===== src/rtl/fir_mac_serial_if.sv =====
// Handshake and coefficient-write bundle for the serial FIR MAC.
// slave is the filter side; master is the side that feeds samples and
// writes coefficients.
interface fir_mac_serial_if #(
   parameter int DATA_W = 16,
   parameter int COEF_W = 16,
   parameter int ACC_W  = 64,
   parameter int ADDR_W = 5
);
   logic                     in_valid;
   logic                     in_ready;
   logic signed [DATA_W-1:0] in_data;
   logic                     coef_we;
   logic [ADDR_W-1:0]        coef_addr;
   logic signed [COEF_W-1:0] coef_wdata;
   logic                     out_valid;
   logic signed [ACC_W-1:0]  out_data;
   logic                     busy;

   modport slave (
      input  in_valid,
      input  in_data,
      input  coef_we,
      input  coef_addr,
      input  coef_wdata,
      output in_ready,
      output out_valid,
      output out_data,
      output busy
   );

   modport master (
      output in_valid,
      output in_data,
      output coef_we,
      output coef_addr,
      output coef_wdata,
      input  in_ready,
      input  out_valid,
      input  out_data,
      input  busy
   );
endinterface


===== src/rtl/fir_mac_serial.sv =====
// Time-multiplexed signed FIR: one multiply-accumulate per clock over all
// taps, producing y[n] = sum h[k]*x[n-k] for the downstream error stage.
//
// state | meaning
// ------+-----------------------------------------------------------------
// IDLE  | waiting for a sample; coefficient writes accepted here only
// MAC   | sweeping taps 0..TAPS-1, one product accumulated per cycle
// DONE  | sweep finished; result registered to out_data on leaving
module fir_mac_serial #(
   parameter int DATA_W = 16,
   parameter int COEF_W = 16,
   parameter int TAPS   = 32,
   parameter int ACC_W  = 64,
   parameter int ADDR_W = 5
) (
   input  logic                clk,
   input  logic                rst,
   fir_mac_serial_if.slave     bus
);
   localparam int                PROD_W   = DATA_W + COEF_W;
   localparam logic [ADDR_W-1:0] LAST_TAP = ADDR_W'(TAPS - 1);

   typedef enum logic [1:0] {
      IDLE = 2'd0,
      MAC  = 2'd1,
      DONE = 2'd2
   } state_t;

   state_t                    state_q;
   state_t                    state_d;

   logic signed [DATA_W-1:0]  x_q [TAPS];
   logic signed [COEF_W-1:0]  h_q [TAPS];
   logic signed [ACC_W-1:0]   acc_q;
   logic signed [ACC_W-1:0]   out_data_q;
   logic                      out_valid_q;
   logic                      up_q;
   logic [ADDR_W-1:0]         tap_q;

   logic                      accept;
   logic                      mac_en;
   logic                      in_ready_c;
   logic                      busy_c;
   logic                      last_tap;
   logic                      coef_ok;
   logic signed [PROD_W-1:0]  prod;
   logic signed [ACC_W-1:0]   prod_ext;

   assign last_tap = (tap_q == LAST_TAP);

   // Full-width signed product; the size casts sign-extend both operands so
   // the multiply is done at PROD_W rather than truncated to operand width.
   assign prod     = PROD_W'(x_q[tap_q]) * PROD_W'(h_q[tap_q]);
   assign prod_ext = ACC_W'(prod);

   // Writes land only between sweeps so a running sum never sees a mix of
   // old and new coefficients; out-of-range addresses are dropped.
   assign coef_ok  = bus.coef_we && (state_q == IDLE) && (int'(bus.coef_addr) < TAPS);

   // State register.
   always_ff @(posedge clk) begin
      if (rst) state_q <= IDLE;
      else     state_q <= state_d;
   end

   // Next-state and per-state control strobes.
   always_comb begin
      state_d    = state_q;
      in_ready_c = 1'b0;
      busy_c     = 1'b0;
      accept     = 1'b0;
      mac_en     = 1'b0;
      case (state_q)
         IDLE: begin
            in_ready_c = up_q;
            accept     = up_q && bus.in_valid;
            if (accept) state_d = MAC;
         end
         MAC: begin
            busy_c = 1'b1;
            mac_en = 1'b1;
            if (last_tap) state_d = DONE;
         end
         DONE: begin
            state_d = IDLE;
         end
         default: begin
            state_d = IDLE;
         end
      endcase
   end

   // Holds in_ready low for the cycle following reset release.
   always_ff @(posedge clk) begin
      if (rst) up_q <= 1'b0;
      else     up_q <= 1'b1;
   end

   // Sample delay line: x[0] is the newest sample.
   always_ff @(posedge clk) begin
      if (rst) begin
         for (int k = 0; k < TAPS; k++) x_q[k] <= '0;
      end else if (accept) begin
         x_q[0] <= bus.in_data;
         for (int k = 1; k < TAPS; k++) x_q[k] <= x_q[k-1];
      end
   end

   // Coefficient bank; cleared by reset along with everything else.
   always_ff @(posedge clk) begin
      if (rst) begin
         for (int k = 0; k < TAPS; k++) h_q[k] <= '0;
      end else if (coef_ok) begin
         h_q[bus.coef_addr] <= bus.coef_wdata;
      end
   end

   // Accumulator and tap index; both restart on every accepted sample.
   always_ff @(posedge clk) begin
      if (rst) begin
         acc_q <= '0;
         tap_q <= '0;
      end else if (accept) begin
         acc_q <= '0;
         tap_q <= '0;
      end else if (mac_en) begin
         acc_q <= acc_q + prod_ext;
         tap_q <= tap_q + ADDR_W'(1);
      end
   end

   // Result register and single-cycle valid pulse on leaving DONE.
   always_ff @(posedge clk) begin
      if (rst) begin
         out_data_q  <= '0;
         out_valid_q <= 1'b0;
      end else begin
         out_valid_q <= (state_q == DONE);
         if (state_q == DONE) out_data_q <= acc_q;
      end
   end

   assign bus.in_ready  = in_ready_c;
   assign bus.busy      = busy_c;
   assign bus.out_valid = out_valid_q;
   assign bus.out_data  = out_data_q;
endmodule


===== src/flat_wrapper.sv =====
// flat-port wrapper written by rule: the top's interface ports become plain ports
module fir_mac_serial_flat 
#(
   parameter int DATA_W = 16,
   parameter int COEF_W = 16,
   parameter int TAPS   = 32,
   parameter int ACC_W  = 64,
   parameter int ADDR_W = 5
)
  (clk, rst, bus_in_valid, bus_in_data, bus_coef_we, bus_coef_addr, bus_coef_wdata, bus_in_ready, bus_out_valid, bus_out_data, bus_busy);
  fir_mac_serial_if #(.DATA_W(DATA_W), .COEF_W(COEF_W), .ACC_W(ACC_W), .ADDR_W(ADDR_W)) bus_i ();
  input  logic clk;
  input  logic rst;
  input wire logic [$bits(bus_i.in_valid)-1:0] bus_in_valid;
  input wire logic [$bits(bus_i.in_data)-1:0] bus_in_data;
  input wire logic [$bits(bus_i.coef_we)-1:0] bus_coef_we;
  input wire logic [$bits(bus_i.coef_addr)-1:0] bus_coef_addr;
  input wire logic [$bits(bus_i.coef_wdata)-1:0] bus_coef_wdata;
  output wire logic [$bits(bus_i.in_ready)-1:0] bus_in_ready;
  output wire logic [$bits(bus_i.out_valid)-1:0] bus_out_valid;
  output wire logic [$bits(bus_i.out_data)-1:0] bus_out_data;
  output wire logic [$bits(bus_i.busy)-1:0] bus_busy;
  assign bus_i.in_valid = bus_in_valid;
  assign bus_i.in_data = bus_in_data;
  assign bus_i.coef_we = bus_coef_we;
  assign bus_i.coef_addr = bus_coef_addr;
  assign bus_i.coef_wdata = bus_coef_wdata;
  assign bus_in_ready = bus_i.in_ready;
  assign bus_out_valid = bus_i.out_valid;
  assign bus_out_data = bus_i.out_data;
  assign bus_busy = bus_i.busy;
  fir_mac_serial #(.DATA_W(DATA_W), .COEF_W(COEF_W), .TAPS(TAPS), .ACC_W(ACC_W), .ADDR_W(ADDR_W)) u_core (.clk(clk), .rst(rst), .bus(bus_i));
endmodule

===== config.mk =====
export PLATFORM = sky130hd
export DESIGN_NAME = fir_mac_serial_flat
export DESIGN_NICKNAME = d
export VERILOG_FILES = /design/src/rtl/fir_mac_serial_if.sv /design/src/rtl/fir_mac_serial.sv /design/src/flat_wrapper.sv
export SDC_FILE = /design/constraint.sdc
export NUM_CORES = 2
export LEC_CHECK = 0
export ABC_AREA = 1
export CORE_ASPECT_RATIO = 0.75
export CORE_MARGIN = 10
export CORE_UTILIZATION = 64
export CTS_BUF_LIST = sky130_fd_sc_hd__clkbuf_16
export CTS_CLUSTER_SIZE = 25
export DETAILED_ROUTE_END_ITERATION = 16
export PLACE_DENSITY = 0.84
export SLEW_MARGIN = 0
export SYNTH_ARGS = -nofsm -noshare
export SYNTH_HDL_FRONTEND = slang
export SYNTH_SLANG_ARGS = --single-unit

===== constraint.sdc =====
create_clock -name clk -period 20.8 [get_ports clk]
set_input_delay 2.08 -clock clk [delete_from_list [all_inputs] [get_ports clk]]
set_output_delay 2.08 -clock clk [all_outputs]
set_load 0.1 [all_outputs]

* Word level (Yosys, flattened, before mapping)
Memory sizes are Yosys's and may differ from the RTL's. A register that Yosys moved wholly into a read port is not among the register bits. Cells that the tools add are included.
Word-level totals: bits in latches 0, bits in writable memories 1024, bits in read-only memories 0, bits of input ports 41, output and inout port bits 67, memories 2, register bits 137, word-level logic and storage cells 108
Cells by class: shift-type cells 0, muxes and demuxes 54, bitwise gates (word level) 32, $lt $le $gt $ge 0, add/subtract/negate cells 2, $mul 1, equality and inequality tests 5, reductions and logical operators 6, divide/modulo/power cells 0
Memories:
- u_core.h_q | depth 32, bits a word 16, rd ports 1, clocked after Yosys merged registers in 1, write ports 32, line fir_mac_serial.sv:33 | logic signed [COEF_W-1:0] h_q [TAPS];
- u_core.x_q | depth 32, bits a word 16, rd ports 32, clocked after Yosys merged registers in 1, write ports 32, line fir_mac_serial.sv:32 | logic signed [DATA_W-1:0] x_q [TAPS];
Operator list (number):
- $mux 16 | 33
- $add 64x32->64 | 1
- $mul 16x16->32 | 1
- $or 1x1->1 | 32
- $mux 5 | 5
- $reduce_or 16->1 | 1
- $mux 1 | 13
- $add 5x1->5 const B | 1
- $eq 5x5->1 const B | 1
- $mux 2 | 2
- $pmux 2 s2 | 1
- $eq 2x1->1 const B | 1
- $eq 2x2->1 const B | 1
- $logic_and 1x1->1 | 2
- $logic_not 2->1 | 1
- $ne 2x1->1 const B | 1
- $ne 2x2->1 const B | 1
- $reduce_and 2->1 | 1
- $reduce_or 2->1 | 1

* Logic depth before layout (Yosys ltp)
word-level depth 7, gate-level depth with buffers 42, mapped depth without buffers 40

* Worst setup path after synthesis
OpenSTA, ideal clock, no wires.
kind input-to-reg, from input bus_in_valid, to memory u_core.x_q[0][0] (enable), buffers on the path 2, data required time 19723 ps, arrival 16604 ps, setup time 1077 ps, cell stages on the path 6, setup slack 3119 ps, cell sequence nand2_1 > inv_1 > nor2_1 > inv_2 > clkbuf_1 > clkbuf_1
RTL lines:
- start, declared | line flat_wrapper.sv:14 | input wire logic [$bits(bus_i.in_valid)-1:0] bus_in_valid;
- end, declared | line fir_mac_serial.sv:32

==> results by group <==
Critical path
  – Worst-path fanout max: 165
  – Critical path class: flop to flop
  – Crit path max-delay family: adder cells
  – Slowest-stage cell, CP: fa_1
  – Most used cell, CP: inv_1
  – Worst Path Arrival: 12.15 ns
  – CP max stage delay: 0.97 ns
  – Buf+Inv Stages, Crit Path: 11
  – Critical path startpoint category: flop
  – Critical Path End Type: flop
  – Worst EP required: 21.45 ns

STA
  – Final WS setup: 9.301 ns
  – FMAX: 86.97 MHz
  – Final min period: 11.50 ns
  – Fin. Hold Viols: 0
  – Clk_skew: 0.06533 ns
  – Worst slew pin tran: 1.251 ns
  – RSZ-0062 raised after global routing: no
  – Final setup viols: 0
  – Setup TNS: 0 ns
  – Final period util: 55.28%
  – Pins Over Slew Limit: 0
  – Max-slew headroom: 16.49%

Floorplan
  – Die X: 399.4 um
  – Die height: 304.5 um
  – Core Region: 0.1072 mm^2
  – I/O pins: 108
  – Cell Rows: 104
  – Die Footprint: 0.1216 mm^2
  – Initial Util: 64.44%

Routing
  – DRT Pass-1 Iters: 8
  – Drc violations: 0
  – Vias per cell: 5.956
  – Drt wl/cell: 21.10 um
  – Final ANT Viol Nets: 0
  – DR iter-0 viols: 7275
  – Vias: 53288
  – Final WL: 188800 um

Clock tree
  – Post-cts sizing count: 0
  – Post-CTS Setup Repair Bufs: 0
  – Max Buffers Root-to-Sink: 3
  – Clock transition at path regs: 0.07 ns
  – CTS hold repair buffers: 0
  – TritonCTS clock tree: done
  – Number of CTS-inserted buffers: 109
  – Clock sinks: 1166
  – Clk Latency, worst-skew pair: 0.76 ns
  – H-tree depth: 3
  – Clk Tree Root Cell: clkbuf_16

Synth
  – Post-Syn Area: 0.06909 mm^2
  – Primary FF master, synth: edfxtp_1
  – Leading area contributor after synthesis: edfxtp_1
  – Post-synth top area share: 44.51%
  – Warnings, synthesis: 0
  – Post-synth top cells: nor2_1 (1795), inv_1 (1273), edfxtp_1 (1024)
  – Synth Instances: 7554
  – Yosys reg bits: 1166
  – Post-Syn Area per Cell: 9.146 um^2
  – Post-Syn Nets: 8186
  – Synth top area cells: edfxtp_1 (45%), fa_1 (12%), nor2_1 (9.8%)
  – Post-synthesis sequential area ratio: 48.62%
  – Most common cell in the netlist: nor2_1
  – Asr flop ratio synth: 0%
  – EDFF count, synth: 1024
  – Synth cell types: 44

Cells and area
  – Nets@finish: 8055
  – Fraction of layout cells with a size suffix above 1: 3.792%
  – Area Growth Syn to Fin: 7.504%

Place
  – Post-DP HPWL: 123700 um
  – GPL Wtd Cong: 1.092
  – Port Buffers: 107
  – Setup WS pre-CTS: 9.730 ns

GRT
  – All-Layer GR Usage: 30.70%
  – First-pass GRT wire length: 295100 um
  – Largest net degree at the start of global routing: 193
  – Antenna violations before repair: 1
  – GRT overflow: 0
  – Number of global-route vias before repair: 52583

Outcome
  – Status: finished, final reports clean

Min path
  – Worst min-delay path class: flop to flop

Flow run
  – MaxCap Viol Count: 0
[cells by family (layout without fill, tap and decap cells)]
logic type	Yosys count	count (layout)	share of synthesized area, %
AND/OR/NAND/NOR	2731	2731	15.44
AO/OA/AOI/OAI	1325	1325	10.57
XOR/XNOR	31	31	0.3930
flip-flops	1166	1166	48.62
adder cells (fa/ha/maj)	591	591	15.33
other	0	1	0
buffers and inverters	1710	1671	9.652
[registers in the layout, summed over array words and instances, names as in the netlist, named ones only]
| name | cells |
|---|---|
| u_core.tap_q | 5 |
| u_core.bus.out_data | 64 |
| u_core.bus.out_valid | 1 |
| u_core.h_q | 512 |
| u_core.state_q | 2 |
| u_core.x_q | 512 |
| u_core.acc_q | 64 |
| u_core.up_q | 1 |
[path summary, 6_finish.rpt]
| path | endpoint | depth (start not counted) | slack, ns | start |
|---|---|---|---|---|
| setup / recovery | u_core.acc_q[60]$_SDFFE_PP0P_ | 33 | 9.30 | flop |
| hold reg to reg | flop | 2 | 0.44 | u_core.tap_q[4]$_SDFFE_PP0P_ |
| setup reg to reg | u_core.acc_q[60]$_SDFFE_PP0P_ | 33 | 9.30 | flop |
| hold / removal | flop | 2 | 0.44 | u_core.tap_q[4]$_SDFFE_PP0P_ |
[worst register-to-register path, delay by kind of cell, from the launching register on]
| kind | cells | cell delay [ns] |
|---|---|---|
| fa+ha+maj | 7 | 4.41 |
| buf+inv | 11 | 3.31 |
| simple gates | 7 | 0.94 |
| compound gates | 8 | 2.28 |
| flops | 1 | 0.52 |
[layout make-up]
type                       instances  area [um^2]
clock inverter                    94        823.3
tap                             1431         1790
timing repair buffer             173         1593
inverter                        1295         4888
sequential                      1166        33610
antenna                            1        2.502
multi-input combinational       4678        28850
clock buffer                     109         2728
fill                            7981        32950
[through the flow]
stage	hold slack, ns	util, %	instances	instance area (um^2)
2_1_floorplan	0.4484	-	7554	69090
3_3_place_gp	0.4615	65.96	8743	70720
3_5_place_dp	0.4704	65.96	8743	70720
4_1_cts	0.4195	69.27	8946	74270
5_1_grt	0.4502	69.27	8946	74270
6_report	0.4364	69.27	8947	74280
[cell usage in the layout, fill, tap and decap left out, types with 9 or more instances in the layout]
cell	instances
o21ai_2	12
fa_1	426
clkinv_1	34
clkdlybuf4s50_1	106
o21ai_0	710
clkinv_2	20
o221ai_1	91
o21ai_1	50
nor2_1	1794
edfxtp_1	1024
clkbuf_16	109
bufinv_16	11
nand3_1	227
dfxtp_1	137
ha_1	165
nor3_1	24
o21ai_4	9
o22ai_1	30
a21oi_1	372
nand4_1	16
inv_2	17
buf_4	64
nand2_1	650
xor2_1	26
inv_1	1287
o21bai_1	17
[layer usage]
metal / share of wire, % / vias to the layer above / GRT usage, % / wire length (um)
met5: 0 / - / 0 / 0
met2: 45 / 3160 / 46.59 / 84800
li1: - / 23957 / - / -
met1: 39 / 25679 / 43.13 / 74550
met3: 12 / 492 / 7.964 / 22830
met4: 3.5 / 0 / 9.997 / 6639
Power is not shown: default switching activity piles up to over one toggle a cycle in this logic, so the estimate is an artifact.
